File: src/rtl/xalu_nibble_seq_if.sv
// Connection bundle between the nibble sequencer and one 4-bit xalu slice.
// The master drives operand nibbles, function and carry-ins.
// The slave (the slice) returns data, carry-outs and flags.
interface xalu_nibble_seq_if;
   logic [3:0] alu_a;
   logic [3:0] alu_b;
   logic [2:0] alu_f;
   logic       alu_com;
   logic       alu_ci_right;
   logic       alu_ci_left;
   logic [3:0] alu_d;
   logic       alu_co_left;
   logic       alu_co_right;
   logic       alu_zero;
   logic       alu_equ;

   modport master (
      output alu_a, alu_b, alu_f, alu_com, alu_ci_right, alu_ci_left,
      input  alu_d, alu_co_left, alu_co_right, alu_zero, alu_equ
   );

   modport slave (
      input  alu_a, alu_b, alu_f, alu_com, alu_ci_right, alu_ci_left,
      output alu_d, alu_co_left, alu_co_right, alu_zero, alu_equ
   );
endinterface

File: src/rtl/xalu_nibble_seq.sv
// Multi-nibble sequencer: runs a 4*NIBBLES-bit operation through a single
// 4-bit xalu slice, one nibble per clock, chaining the carry between nibbles.
// SHR walks MSB-first (carry enters on the left); every other op walks LSB-first.
// NIBBLES is intended to lie in 2..8.
module xalu_nibble_seq #(
   parameter int NIBBLES = 4
) (
   input  logic                   clk,
   input  logic                   rst_n,
   input  logic                   start,
   input  logic [2:0]             op,
   input  logic                   com,
   input  logic                   cin,
   input  logic [4*NIBBLES-1:0]   opa,
   input  logic [4*NIBBLES-1:0]   opb,
   xalu_nibble_seq_if.master      alu,
   output logic                   busy,
   output logic                   done,
   output logic [4*NIBBLES-1:0]   result,
   output logic                   cout,
   output logic                   zero,
   output logic                   equ
);

   localparam int W     = 4 * NIBBLES;
   localparam int IDX_W = $clog2(NIBBLES);
   localparam logic [IDX_W-1:0] IDX_LAST = IDX_W'(NIBBLES - 1);
   localparam logic [2:0]       OP_SHR   = 3'd6;

   typedef enum logic [1:0] {S_IDLE, S_RUN, S_DONE} state_t;

   state_t           state_q;
   logic [W-1:0]     opa_q;
   logic [W-1:0]     opb_q;
   logic [2:0]       op_q;
   logic [IDX_W-1:0] idx_q;
   logic             zacc_q;
   logic             eacc_q;
   logic [3:0]       alu_a_q;
   logic [3:0]       alu_b_q;
   logic [2:0]       alu_f_q;
   logic             alu_com_q;
   logic             ci_right_q;
   logic             ci_left_q;
   logic             busy_q;
   logic             done_q;
   logic [W-1:0]     result_q;
   logic             cout_q;
   logic             zero_q;
   logic             equ_q;

   logic             shr_new;
   logic             shr_run;
   logic [IDX_W-1:0] idx_first_d;
   logic [IDX_W-1:0] idx_d;
   logic             last_nib;

   // Nibble walk direction and the next/first index to present to the slice.
   always_comb begin
      shr_new     = (op == OP_SHR);
      shr_run     = (op_q == OP_SHR);
      idx_first_d = shr_new ? IDX_LAST : '0;
      idx_d       = shr_run ? (idx_q - IDX_W'(1)) : (idx_q + IDX_W'(1));
      last_nib    = shr_run ? (idx_q == '0) : (idx_q == IDX_LAST);
   end

   // Sequencer FSM; slice inputs are registered so they are 0 outside RUN.
   // The ci_right/ci_left registers double as the inter-nibble carry.
   always_ff @(posedge clk or negedge rst_n) begin
      if (!rst_n) begin
         state_q    <= S_IDLE;
         opa_q      <= '0;
         opb_q      <= '0;
         op_q       <= '0;
         idx_q      <= '0;
         zacc_q     <= 1'b0;
         eacc_q     <= 1'b0;
         alu_a_q    <= '0;
         alu_b_q    <= '0;
         alu_f_q    <= '0;
         alu_com_q  <= 1'b0;
         ci_right_q <= 1'b0;
         ci_left_q  <= 1'b0;
         busy_q     <= 1'b0;
         done_q     <= 1'b0;
         result_q   <= '0;
         cout_q     <= 1'b0;
         zero_q     <= 1'b0;
         equ_q      <= 1'b0;
      end else begin
         done_q <= 1'b0;
         case (state_q)
            S_IDLE, S_DONE: begin
               if (start) begin
                  state_q    <= S_RUN;
                  opa_q      <= opa;
                  opb_q      <= opb;
                  op_q       <= op;
                  idx_q      <= idx_first_d;
                  zacc_q     <= 1'b1;
                  eacc_q     <= 1'b1;
                  alu_a_q    <= opa[{idx_first_d, 2'b00} +: 4];
                  alu_b_q    <= opb[{idx_first_d, 2'b00} +: 4];
                  alu_f_q    <= op;
                  alu_com_q  <= com;
                  ci_right_q <= shr_new ? 1'b0 : cin;
                  ci_left_q  <= shr_new ? cin : 1'b0;
                  busy_q     <= 1'b1;
               end else begin
                  state_q <= S_IDLE;
               end
            end
            S_RUN: begin
               result_q[{idx_q, 2'b00} +: 4] <= alu.alu_d;
               if (last_nib) begin
                  state_q    <= S_DONE;
                  busy_q     <= 1'b0;
                  done_q     <= 1'b1;
                  cout_q     <= shr_run ? alu.alu_co_right : alu.alu_co_left;
                  zero_q     <= zacc_q & alu.alu_zero;
                  equ_q      <= eacc_q & alu.alu_equ;
                  alu_a_q    <= '0;
                  alu_b_q    <= '0;
                  alu_f_q    <= '0;
                  alu_com_q  <= 1'b0;
                  ci_right_q <= 1'b0;
                  ci_left_q  <= 1'b0;
               end else begin
                  idx_q      <= idx_d;
                  zacc_q     <= zacc_q & alu.alu_zero;
                  eacc_q     <= eacc_q & alu.alu_equ;
                  alu_a_q    <= opa_q[{idx_d, 2'b00} +: 4];
                  alu_b_q    <= opb_q[{idx_d, 2'b00} +: 4];
                  ci_right_q <= shr_run ? 1'b0 : alu.alu_co_left;
                  ci_left_q  <= shr_run ? alu.alu_co_right : 1'b0;
               end
            end
            default: begin
               state_q <= S_IDLE;
            end
         endcase
      end
   end

   assign alu.alu_a        = alu_a_q;
   assign alu.alu_b        = alu_b_q;
   assign alu.alu_f        = alu_f_q;
   assign alu.alu_com      = alu_com_q;
   assign alu.alu_ci_right = ci_right_q;
   assign alu.alu_ci_left  = ci_left_q;

   assign busy   = busy_q;
   assign done   = done_q;
   assign result = result_q;
   assign cout   = cout_q;
   assign zero   = zero_q;
   assign equ    = equ_q;

endmodule

File: src/flat_wrapper.sv
// flat-port wrapper written by rule: the top's interface ports become plain ports
module xalu_nibble_seq_flat 
#(
   parameter int NIBBLES = 4
)
  (clk, rst_n, start, op, com, cin, opa, opb, busy, done, result, cout, zero, equ, alu_alu_a, alu_alu_b, alu_alu_f, alu_alu_com, alu_alu_ci_right, alu_alu_ci_left, alu_alu_d, alu_alu_co_left, alu_alu_co_right, alu_alu_zero, alu_alu_equ);
  xalu_nibble_seq_if alu_i ();
  input  logic clk;
  input  logic rst_n;
  input  logic start;
  input  logic [2:0] op;
  input  logic com;
  input  logic cin;
  input  logic [4*NIBBLES-1:0] opa;
  input  logic [4*NIBBLES-1:0] opb;
  output logic busy;
  output logic done;
  output logic [4*NIBBLES-1:0] result;
  output logic cout;
  output logic zero;
  output logic equ;
  output wire logic [$bits(alu_i.alu_a)-1:0] alu_alu_a;
  output wire logic [$bits(alu_i.alu_b)-1:0] alu_alu_b;
  output wire logic [$bits(alu_i.alu_f)-1:0] alu_alu_f;
  output wire logic [$bits(alu_i.alu_com)-1:0] alu_alu_com;
  output wire logic [$bits(alu_i.alu_ci_right)-1:0] alu_alu_ci_right;
  output wire logic [$bits(alu_i.alu_ci_left)-1:0] alu_alu_ci_left;
  input wire logic [$bits(alu_i.alu_d)-1:0] alu_alu_d;
  input wire logic [$bits(alu_i.alu_co_left)-1:0] alu_alu_co_left;
  input wire logic [$bits(alu_i.alu_co_right)-1:0] alu_alu_co_right;
  input wire logic [$bits(alu_i.alu_zero)-1:0] alu_alu_zero;
  input wire logic [$bits(alu_i.alu_equ)-1:0] alu_alu_equ;
  assign alu_alu_a = alu_i.alu_a;
  assign alu_alu_b = alu_i.alu_b;
  assign alu_alu_f = alu_i.alu_f;
  assign alu_alu_com = alu_i.alu_com;
  assign alu_alu_ci_right = alu_i.alu_ci_right;
  assign alu_alu_ci_left = alu_i.alu_ci_left;
  assign alu_i.alu_d = alu_alu_d;
  assign alu_i.alu_co_left = alu_alu_co_left;
  assign alu_i.alu_co_right = alu_alu_co_right;
  assign alu_i.alu_zero = alu_alu_zero;
  assign alu_i.alu_equ = alu_alu_equ;
  xalu_nibble_seq #(.NIBBLES(NIBBLES)) u_core (.clk(clk), .rst_n(rst_n), .start(start), .op(op), .com(com), .cin(cin), .opa(opa), .opb(opb), .alu(alu_i), .busy(busy), .done(done), .result(result), .cout(cout), .zero(zero), .equ(equ));
endmodule
File: config.mk
export PLATFORM = sky130hd
export DESIGN_NAME = xalu_nibble_seq_flat
export DESIGN_NICKNAME = d
export VERILOG_FILES = /design/src/rtl/xalu_nibble_seq_if.sv /design/src/rtl/xalu_nibble_seq.sv /design/src/flat_wrapper.sv
export SDC_FILE = /design/constraint.sdc
export NUM_CORES = 1
export LEC_CHECK = 0
export CORE_MARGIN = 3
export CORE_UTILIZATION = 45
export DETAILED_ROUTE_END_ITERATION = 8
export GPL_TIMING_DRIVEN = 0
export MAX_ROUTING_LAYER = met4
export PLACE_DENSITY = 0.77
export SLEW_MARGIN = 0
export SYNTH_ARGS = -nofsm -noshare
export SYNTH_HDL_FRONTEND = slang
export SYNTH_SLANG_ARGS = --single-unit
File: constraint.sdc
create_clock -name clk -period 1.7 [get_ports clk]
set_input_delay 0.255 -clock clk [delete_from_list [all_inputs] [get_ports clk]]
set_output_delay 0.255 -clock clk [all_outputs]
set_load 0.01 [all_outputs]
After elaboration in Yosys (flattened, before gate mapping)
Cells that the tools add are included.
- register bits: 76
- bits of input ports: 48
- output and inout port bits: 35
- word-level logic and storage cells: 88
- add/sub/neg operators: 3
- equal/unequal tests: 8
- shift-type cells: 6
- muxes and demuxes: 41
- bitwise logic cells: 2
- reductions and logical operators: 9
- operators with widths (cell ; count):
    variable part select 16 x 5 -> 4 bit ; 4
    two-way mux 1 bit ; 18
    bitwise mux 16 bit ; 1
    two-way mux 4 bit ; 4
    one-hot mux 4 bit (2 select lines) ; 2
    variable shift 4 x 6 -> 16 bit, first input constant ; 1
    variable part select 4 x 6 -> 16 bit ; 1
    one-hot mux 1 bit (2 select lines) ; 6
    two-way mux 2 bit ; 5
    one-hot mux 2 bit (2 select lines) ; 2
    == test 3 bit, second input constant ; 2
    two-way mux 3 bit ; 2
    negator 4 -> 6 bit ; 1
    one-hot mux 3 bit (2 select lines) ; 1
    AND reduction 2 bit ; 3
    AND reduction 3 bit ; 2
    == test 2 bit, second input constant ; 2
    zero test 2 bit ; 2
    inequality test 2 bit, second input constant ; 2
    adder 2 x 1 -> 2 bit, second input constant ; 1
    AND 1 bit ; 2
    == test 2 x 1 -> 1 bit, second input constant ; 1
    inequality test 2 x 1 -> 1 bit, second input constant ; 1
    nonzero test 2 bit ; 1
    other kinds (2) ; 2

Depth between registers and ports, before layout
Gate-level depths: netlist of run 1.
- depth after elaboration: 5
- depth in mapped cells: 7
- depth with buffers taken out: 6

Least setup slack after synthesis of run 1
Ideal clock, no wire load.
- path kind: register to register
- start: reg u_core.op_q[2]
- end: reg u_core.alu_a_q[0] (netlist: u_core.alu.alu_a[0])
- setup time: 0.118 ns
- data arrival time: 1.731 ns
- required time: 1.582 ns
- path slack: -0.149 ns
- stages on the path, launching flop included: 6
- path buffers: 1
- clock period less this slack: 1.849 ns
- cells stage by stage: dfrtp_1 > and3b_1 > buf_6 > xnor2_4 > mux4_2 > a21o_1
- word-level cells in the longest chain between the ends: 5
- elaborated cells on any way between the ends: 6
- those cells by class: eq/ne (1); shift (1); mux (4)
- ends and longest elaborated chain (item ; RTL line ; text):
    start, declared ; xalu_nibble_seq.sv:35 ; logic [2:0] op_q;
    start signal, assigned ; xalu_nibble_seq.sv:98 ; op_q <= op;
    == test 3 bit (*) ; xalu_nibble_seq.sv:61 ; shr_run = (op_q == OP_SHR);
    two-way mux 2 bit ; xalu_nibble_seq.sv:63 ; idx_d = shr_run ? (idx_q - IDX_W'(1)) : (idx_q + IDX_W'(1));
    variable part select 16 x 5 -> 4 bit ; xalu_nibble_seq.sv:132 ; alu_a_q <= opa_q[{idx_d, 2'b00} +: 4];
    two-way mux 4 bit (*) ; xalu_nibble_seq.sv:115 ; if (last_nib) begin
    one-hot mux 4 bit (2 select lines) (*) ; xalu_nibble_seq.sv:92 ; case (state_q)
    end signal, assigned ; xalu_nibble_seq.sv:102 ; alu_a_q <= opa[{idx_first_d, 2'b00} +: 4];
    end signal, assigned ; xalu_nibble_seq.sv:132 ;
    end, declared ; xalu_nibble_seq.sv:39 ; logic [3:0] alu_a_q;
Mark *: on every way between the ends. The rest lies on a longest branch, timed or not.
A chain may end at the register's enable or synchronous reset.

Worst setup path after layout of run 1
- start: reg u_core.op_q[0]
- end: reg u_core.alu_a_q[0] (netlist: u_core.alu.alu_a[0])
Same word-level chain as after synthesis.

==> impl_metrics.ini, run 1 <==
[clocking]
cts_tree = yes
htree_num_levels = 3
cts_buffers = 9
cts_root_buffer = clkbuf_8
clk_path_buf_depth = 2
clock_sinks = 76
insertion_delay_ns = 0.35
clkTransAtPathRegs_ns = 0.08

[setup_path]
r2r_start = u_core.op_q[0]$_DFFE_PN0P_
critical_path_class = reg -> reg
slowest_stage = mux4_2
crit_required_ns = 1.94
slowest_delay_ns = 0.52
worstPathCellList = and3b_1 > buf_6 > xnor2_4 > buf_12 > mux4_2 > a21o_1
reg2reg_to = u_core.alu.alu_a[0]$_DFFE_PN0P_
end_kind = flip-flop
arrival_ns = 2.04
r2r_slack_ns = -0.10
cp_max_fo = 8
start_kind = flip-flop
r2r_cells = 6
cp_top_family = multiplexers
crit_buf_inv = 2

[timing]
finalCritPeriodShare = 1.059
max-slew-margin-rel = 0.5709
setup_ws_ns = -0.1011
fmax_mhz = 555.2
setup_violations = 13
final_max_slew_viol_count = 0
finalSetupTns_ns = -0.7646
fin_skew_ns = 0.01307
rsz0062_at_grt = yes
worst_slew_pin_slew_ns = 0.6437
min_period_ns = 1.801
finalHoldViolCount = 0

[synth]
synthSimpleGateAreaFrac = 0.1955
synth_area_leaders = dfrtp_1, nand2_1, mux4_2, a22o_1, o21ai_0
synth_top_family_by_area = simple AND/OR/NAND/NOR gates
synth_async_sr_flop_share = 1.000
ys.flop_type = dfrtp_1
synth_top_cell_area_share = 0.5545
synth_adder_area_share = 0.02189
syn_area_per_cell_um2 = 10.06
synth_compound_area_frac = 0.1295
yosys.area.top_type = dfrtp_1
yosys.cell_types.count = 33
syn_area_mm2 = 0.003430
synth_xor_area_frac = 0.01058
synth-edff-count = 0
yosys-mux-area-fraction = 0.05837
ys_ff_latch = 76
yosysWarnings = 0
synthCells = 341
syn_nets = 395
yosysSeqAreaShare = 0.5545

[final_layout]
register_area_mm2 = 0.001904
final_cell_area_mm2 = 0.004742
layout_commonest_cell = nand2_1
instances_no_fill = 550
drive_gt1_frac = 0.1197
multiInputGateArea_mm2 = 0.001488
layout_common_cells = nand2_1, clkdlybuf4s50_1, dfrtp_1
syn_to_final_growth_pct = 38.27
num_antenna_cells = 0
final_nets = 500
fill_cells = 563

[outcome]
violations = negative setup slack
status = finished, violations left

[pwr]
total_power_w = 0.008471
irDropWorstVdd_mv = 0.8435
leakage_nw = 2.219
p_per_area_mw_per_mm2 = 1786

[global_routing]
grt_pass1_vias = 2927
grt-ovfl-total = 0
grt_max_degree = 60
antenna_found_initial = 0
track_usage = 0.2240
grt_first_pass_wirelength_um = 14530

[placement]
hpwlAfterDp_um = 6087
preCtsSetupSlack_ns = -0.4669
dpl.cell_count = 523
placed_area_mm2 = 0.004400
port_buffers = 82
gp_congestion = 0.8549

[hold_path]
hp-class = in -> async

[floorplan]
io_pins = 83
dieWidth_um = 93.30
dieArea_mm2 = 0.008705
initial_core_util = 0.4678
core_mm2 = 0.007331
placementRows = 31
die_h_um = 93.30

[route]
ant_nets = 0
avgRoutedWirePerCell_um = 16.13
vias = 2904
dr.pass1.iters = 5
drc_errors = 0
routed_wl_um = 8873
drt_iter0_markers = 246
vias_per_cell = 5.280

[flow_run]
cap_viol_max_count = 0
-- per-stage QoR --
stage / util / hold WS, ns
floorplan: - / -0.04059
global placement: 0.5969 / 0.4517
detailed placement: 0.6003 / 0.1505
CTS: 0.6438 / 0.3089
global route: 0.6469 / 0.3329
finish: 0.6469 / 0.3156
-- metal layers --
layer  global-route usage  routed length (um)
met5                    -                   0
met4               0.1026                 146
met3              0.04666                 559
met2               0.3401                4470
met1               0.2908                3696
-- worst max-delay path by stage --
stage / cells past startpoint / endpoint / startpoint
global route: 7 / u_core.equ$_DFFE_PN0P_ / u_core.idx_q[1]$_DFFE_PN0P_
finish: 6 / u_core.alu.alu_a[0]$_DFFE_PN0P_ / u_core.op_q[0]$_DFFE_PN0P_
CTS: 6 / u_core.alu.alu_a[1]$_DFFE_PN0P_ / u_core.op_q[1]$_DFFE_PN0P_
global placement: 1 / u_core.idx_q[0]$_DFFE_PN0P_ / rst_n
detailed placement: 6 / u_core.alu.alu_b[2]$_DFFE_PN0P_ / u_core.idx_q[0]$_DFFE_PN0P_
floorplan: 5 / u_core.alu.alu_a[0]$_DFFE_PN0P_ / u_core.op_q[2]$_DFFE_PN0P_
-- Yosys cell counts (all sizes together), types with 3 or more instances --
cell	count
clkbuf	13
mux4	8
a21o	8
inv	6
a31oi	10
dfrtp	76
nand2	137
o21ai	18
buf	5
nand3	3
nor2b	3
a21oi	5
a22o	18
ha	6
-- report_power, final --
group / leakage [nW] / switching [W] / internal [W]
combinational: 1.18 / 0.00206 / 0.00214
sequential: 0.957 / 0.000465 / 0.00261
clock: 0.0783 / 0.000660 / 0.000526
total: 2.22 / 0.00319 / 0.00528
-- cell families after synthesis --
group,Yosys count
flip-flops,76
multiplexers,10
AO/OA/AOI/OAI,65
buffers and inverters,24
AND/OR/NAND/NOR,158
XOR/XNOR,2
adder cells (fa/ha/maj),6
-- area by class of cell --
type / instances / area share
Sequential cell: 76 / 0.4016
Multi-Input combinational cell: 241 / 0.3137
Timing Repair Buffer: 94 / 0.1989
Clock buffer: 10 / 0.02691
Tap cell: 99 / 0.02612
Buffer: 18 / 0.01794
Clock inverter: 6 / 0.008707
Inverter: 6 / 0.006069
-- what timing repair did --
item                                    4_1_cts  5_1_grt
hold endpoints to repair                     17        0
gates resized for setup                      15        8
endpoints found under the setup margin       55       44
pin swaps                                     7        5
hold buffers                                  1        0
buffers inserted                              9        1
-- registers in the layout, indices dropped and copies added, names as in the netlist, 2 cells and up --
register / cells
u_core.idx_q: 2
u_core.alu.alu_a: 4
u_core.opb_q: 16
u_core.alu.alu_b: 4
u_core.alu.alu_f: 3
u_core.opa_q: 16
u_core.state_q: 2
u_core.result: 16
u_core.op_q: 3
Note: power is estimated with default switching activity, not from simulation.
==> inputs of run 2 (changes only) <==
--- a/config.mk
+++ b/config.mk
@@ -5,6 +5,7 @@
 export SDC_FILE = /design/constraint.sdc
 export NUM_CORES = 1
 export LEC_CHECK = 0
+export CORE_ASPECT_RATIO = 0.8
 export CORE_MARGIN = 3
 export CORE_UTILIZATION = 45
 export DETAILED_ROUTE_END_ITERATION = 8
==> run 2 against run 1 <==
Compared with the run above: the run still ends with negative setup slack left; first-iteration DRC count increased by 13%; clock-buffer cell count rose by 2; largest power group unchanged; highest routed layer unchanged; global-route usage is 0.71 points higher; non-clock buffer count grew 7; core utilization is 3.5 points higher; register-to-register slack better by 0.03 ns.
==> impl_metrics.ini, run 2 (synthesis results as in run 1) <==
[outcome]
status = finished, violations left
violations = negative setup slack

[placement]
placed_area_mm2 = 0.004403
gp_congestion = 0.8894
dpl.cell_count = 525
preCtsSetupSlack_ns = -0.6009
port_buffers = 82
hpwlAfterDp_um = 6466

[pwr]
irDropWorstVdd_mv = 0.8697
total_power_w = 0.008971
internal_power_w = 0.005667
p_comb_frac = 0.499
seqPwrFrac = 0.345
pwr-share-clk = 0.156
p_per_area_mw_per_mm2 = 1845
p_switching_w = 0.003304
p_sw_frac = 0.3683
leakage_nw = 2.298

[timing]
worst_slew_pin_slew_ns = 0.6644
fmax_mhz = 565.6
setup_violations = 8
fin_skew_ns = 0.009404
finalSetupTns_ns = -0.4621
final_max_slew_viol_count = 0
finalCritPeriodShare = 1.040
finalHoldViolCount = 0
setup_ws_ns = -0.06808
rsz0062_at_grt = yes
min_period_ns = 1.768
max-slew-margin-rel = 0.5571

[final_layout]
syn_to_final_growth_pct = 41.77
instances_no_fill = 559
num_antenna_cells = 0
drive_gt1_frac = 0.1528
layout_commonest_cell = nand2_1
fill_cells = 547
layout_common_cells = nand2_1, clkdlybuf4s50_1, dfrtp_1
final_cell_area_mm2 = 0.004862
final_nets = 507

[route]
ant_nets = 0
dr.pass1.iters = 7
vias = 3080
drc_errors = 0
routed_wl_um = 9605
drt_iter0_markers = 277
vias_per_cell = 5.510
avgRoutedWirePerCell_um = 17.18

[floorplan]
die_h_um = 84.08
dieArea_mm2 = 0.008711
placementRows = 27
dieWidth_um = 103.6
io_pins = 83
initial_core_util = 0.4811
core_mm2 = 0.007128

[setup_path]
start_kind = flip-flop
slowest_delay_ns = 0.50
crit_buf_inv = 2
slowest_stage = mux4_2
cp_max_fo = 8
reg2reg_to = u_core.alu.alu_a[1]$_DFFE_PN0P_
r2r_start = u_core.op_q[0]$_DFFE_PN0P_
end_kind = flip-flop
r2r_slack_ns = -0.07
critical_path_class = reg -> reg
cp_top_family = multiplexers
r2r_cells = 6
arrival_ns = 2.01
startpoint = u_core.op_q[0]$_DFFE_PN0P_
crit_required_ns = 1.94
worstPathCellList = and3b_1 > buf_6 > xnor2_4 > buf_12 > mux4_2 > a21o_1

[global_routing]
track_usage = 0.2311
grt-ovfl-total = 0
antenna_found_initial = 0
grt_max_degree = 75
grt_first_pass_wirelength_um = 15470
grt_pass1_vias = 3007

[clocking]
clock_sinks = 76
cts_tree = yes
clkTransAtPathRegs_ns = 0.08
insertion_delay_ns = 0.35
clk_path_buf_depth = 2
cts_root_buffer = clkbuf_8
htree_num_levels = 3
cts_buffers = 9

[hold_path]
hp-class = in -> async

[flow_run]
cap_viol_max_count = 0
[run 2: power groups by stage]
stage / sequential [W] / combinational (W) / clock [W]
2_1_floorplan: 0.00315 / 0.00219 / 0
3_3_place_gp: 0.00310 / 0.00361 / 0
3_5_place_dp: 0.00312 / 0.00373 / 0
4_1_cts: 0.00308 / 0.00423 / 0.00144
5_1_grt: 0.00317 / 0.00486 / 0.00149
6_report: 0.00309 / 0.00447 / 0.00140
[run 2: routing by layer]
layer / GRT usage / share of wire / vias to the layer above
li1: - / - / 1384
met1: 0.3098 / 0.44 / 1536
met2: 0.3569 / 0.48 / 148
met3: 0.04718 / 0.067 / 12
met4: 0.07488 / 0.011 / 0
met5: - / 0 / -
[run 2: cell type report]
type,count,area (um2),area share
flip-flops and latches,76,1904,0.3917
multi-input cells,241,1506,0.3098
repair buffers,101,996.0,0.2048
clock buffers,12,155.1,0.03191
well taps,101,126.4,0.02599
plain buffers,18,97.59,0.02007
clock inverters,4,47.55,0.009779
inverters,6,28.78,0.005919
[run 2: worst reg2reg max path: cells and delay by family (launching register included)]
| kind | cells | cell delay, ns |
|---|---|---|
| multiplexers | 1 | 0.50 |
| buffers and inverters | 2 | 0.28 |
| AND/OR/NAND/NOR | 1 | 0.22 |
| flip-flops | 1 | 0.38 |
| XOR/XNOR | 1 | 0.12 |
| AO/OA/AOI/OAI | 1 | 0.17 |
[run 2: how the worst max path moves through the flow]
| stage | slack (ns) | depth (start not counted) | to |
|---|---|---|---|
| final | -0.07 | 6 | u_core.alu.alu_a[1]$_DFFE_PN0P_ |
| after global placement | -2.45 | 1 | u_core.idx_q[0]$_DFFE_PN0P_ |
| after CTS | -0.1 | 6 | u_core.alu.alu_a[0]$_DFFE_PN0P_ |
| after floorplan | -0.15 | 5 | u_core.alu.alu_a[0]$_DFFE_PN0P_ |
| after global routing | -0.14 | 6 | u_core.alu.alu_b[3]$_DFFE_PN0P_ |
| after detailed placement | -0.60 | 6 | u_core.alu.alu_a[0]$_DFFE_PN0P_ |
[run 2: timing repair]
action / CTS / global route
endpoints found under the setup margin: 61 / 66
pin swaps: 9 / 5
endpoints found under the hold margin: 76 / 0
resized for setup: 20 / 21
hold buffers: 1 / 0
setup buffers: 12 / 5
gates cloned: 0 / 0
[run 2: stage by stage]
| stage | util | hold WS (ns) |
|---|---|---|
| 5_1_grt | 0.6821 | 0.2262 |
| 3_3_place_gp | 0.6142 | 0.4531 |
| 2_1_floorplan | - | -0.04059 |
| 4_1_cts | 0.6723 | 0.2172 |
| 3_5_place_dp | 0.6177 | 0.05992 |
| 6_report | 0.6821 | 0.2306 |
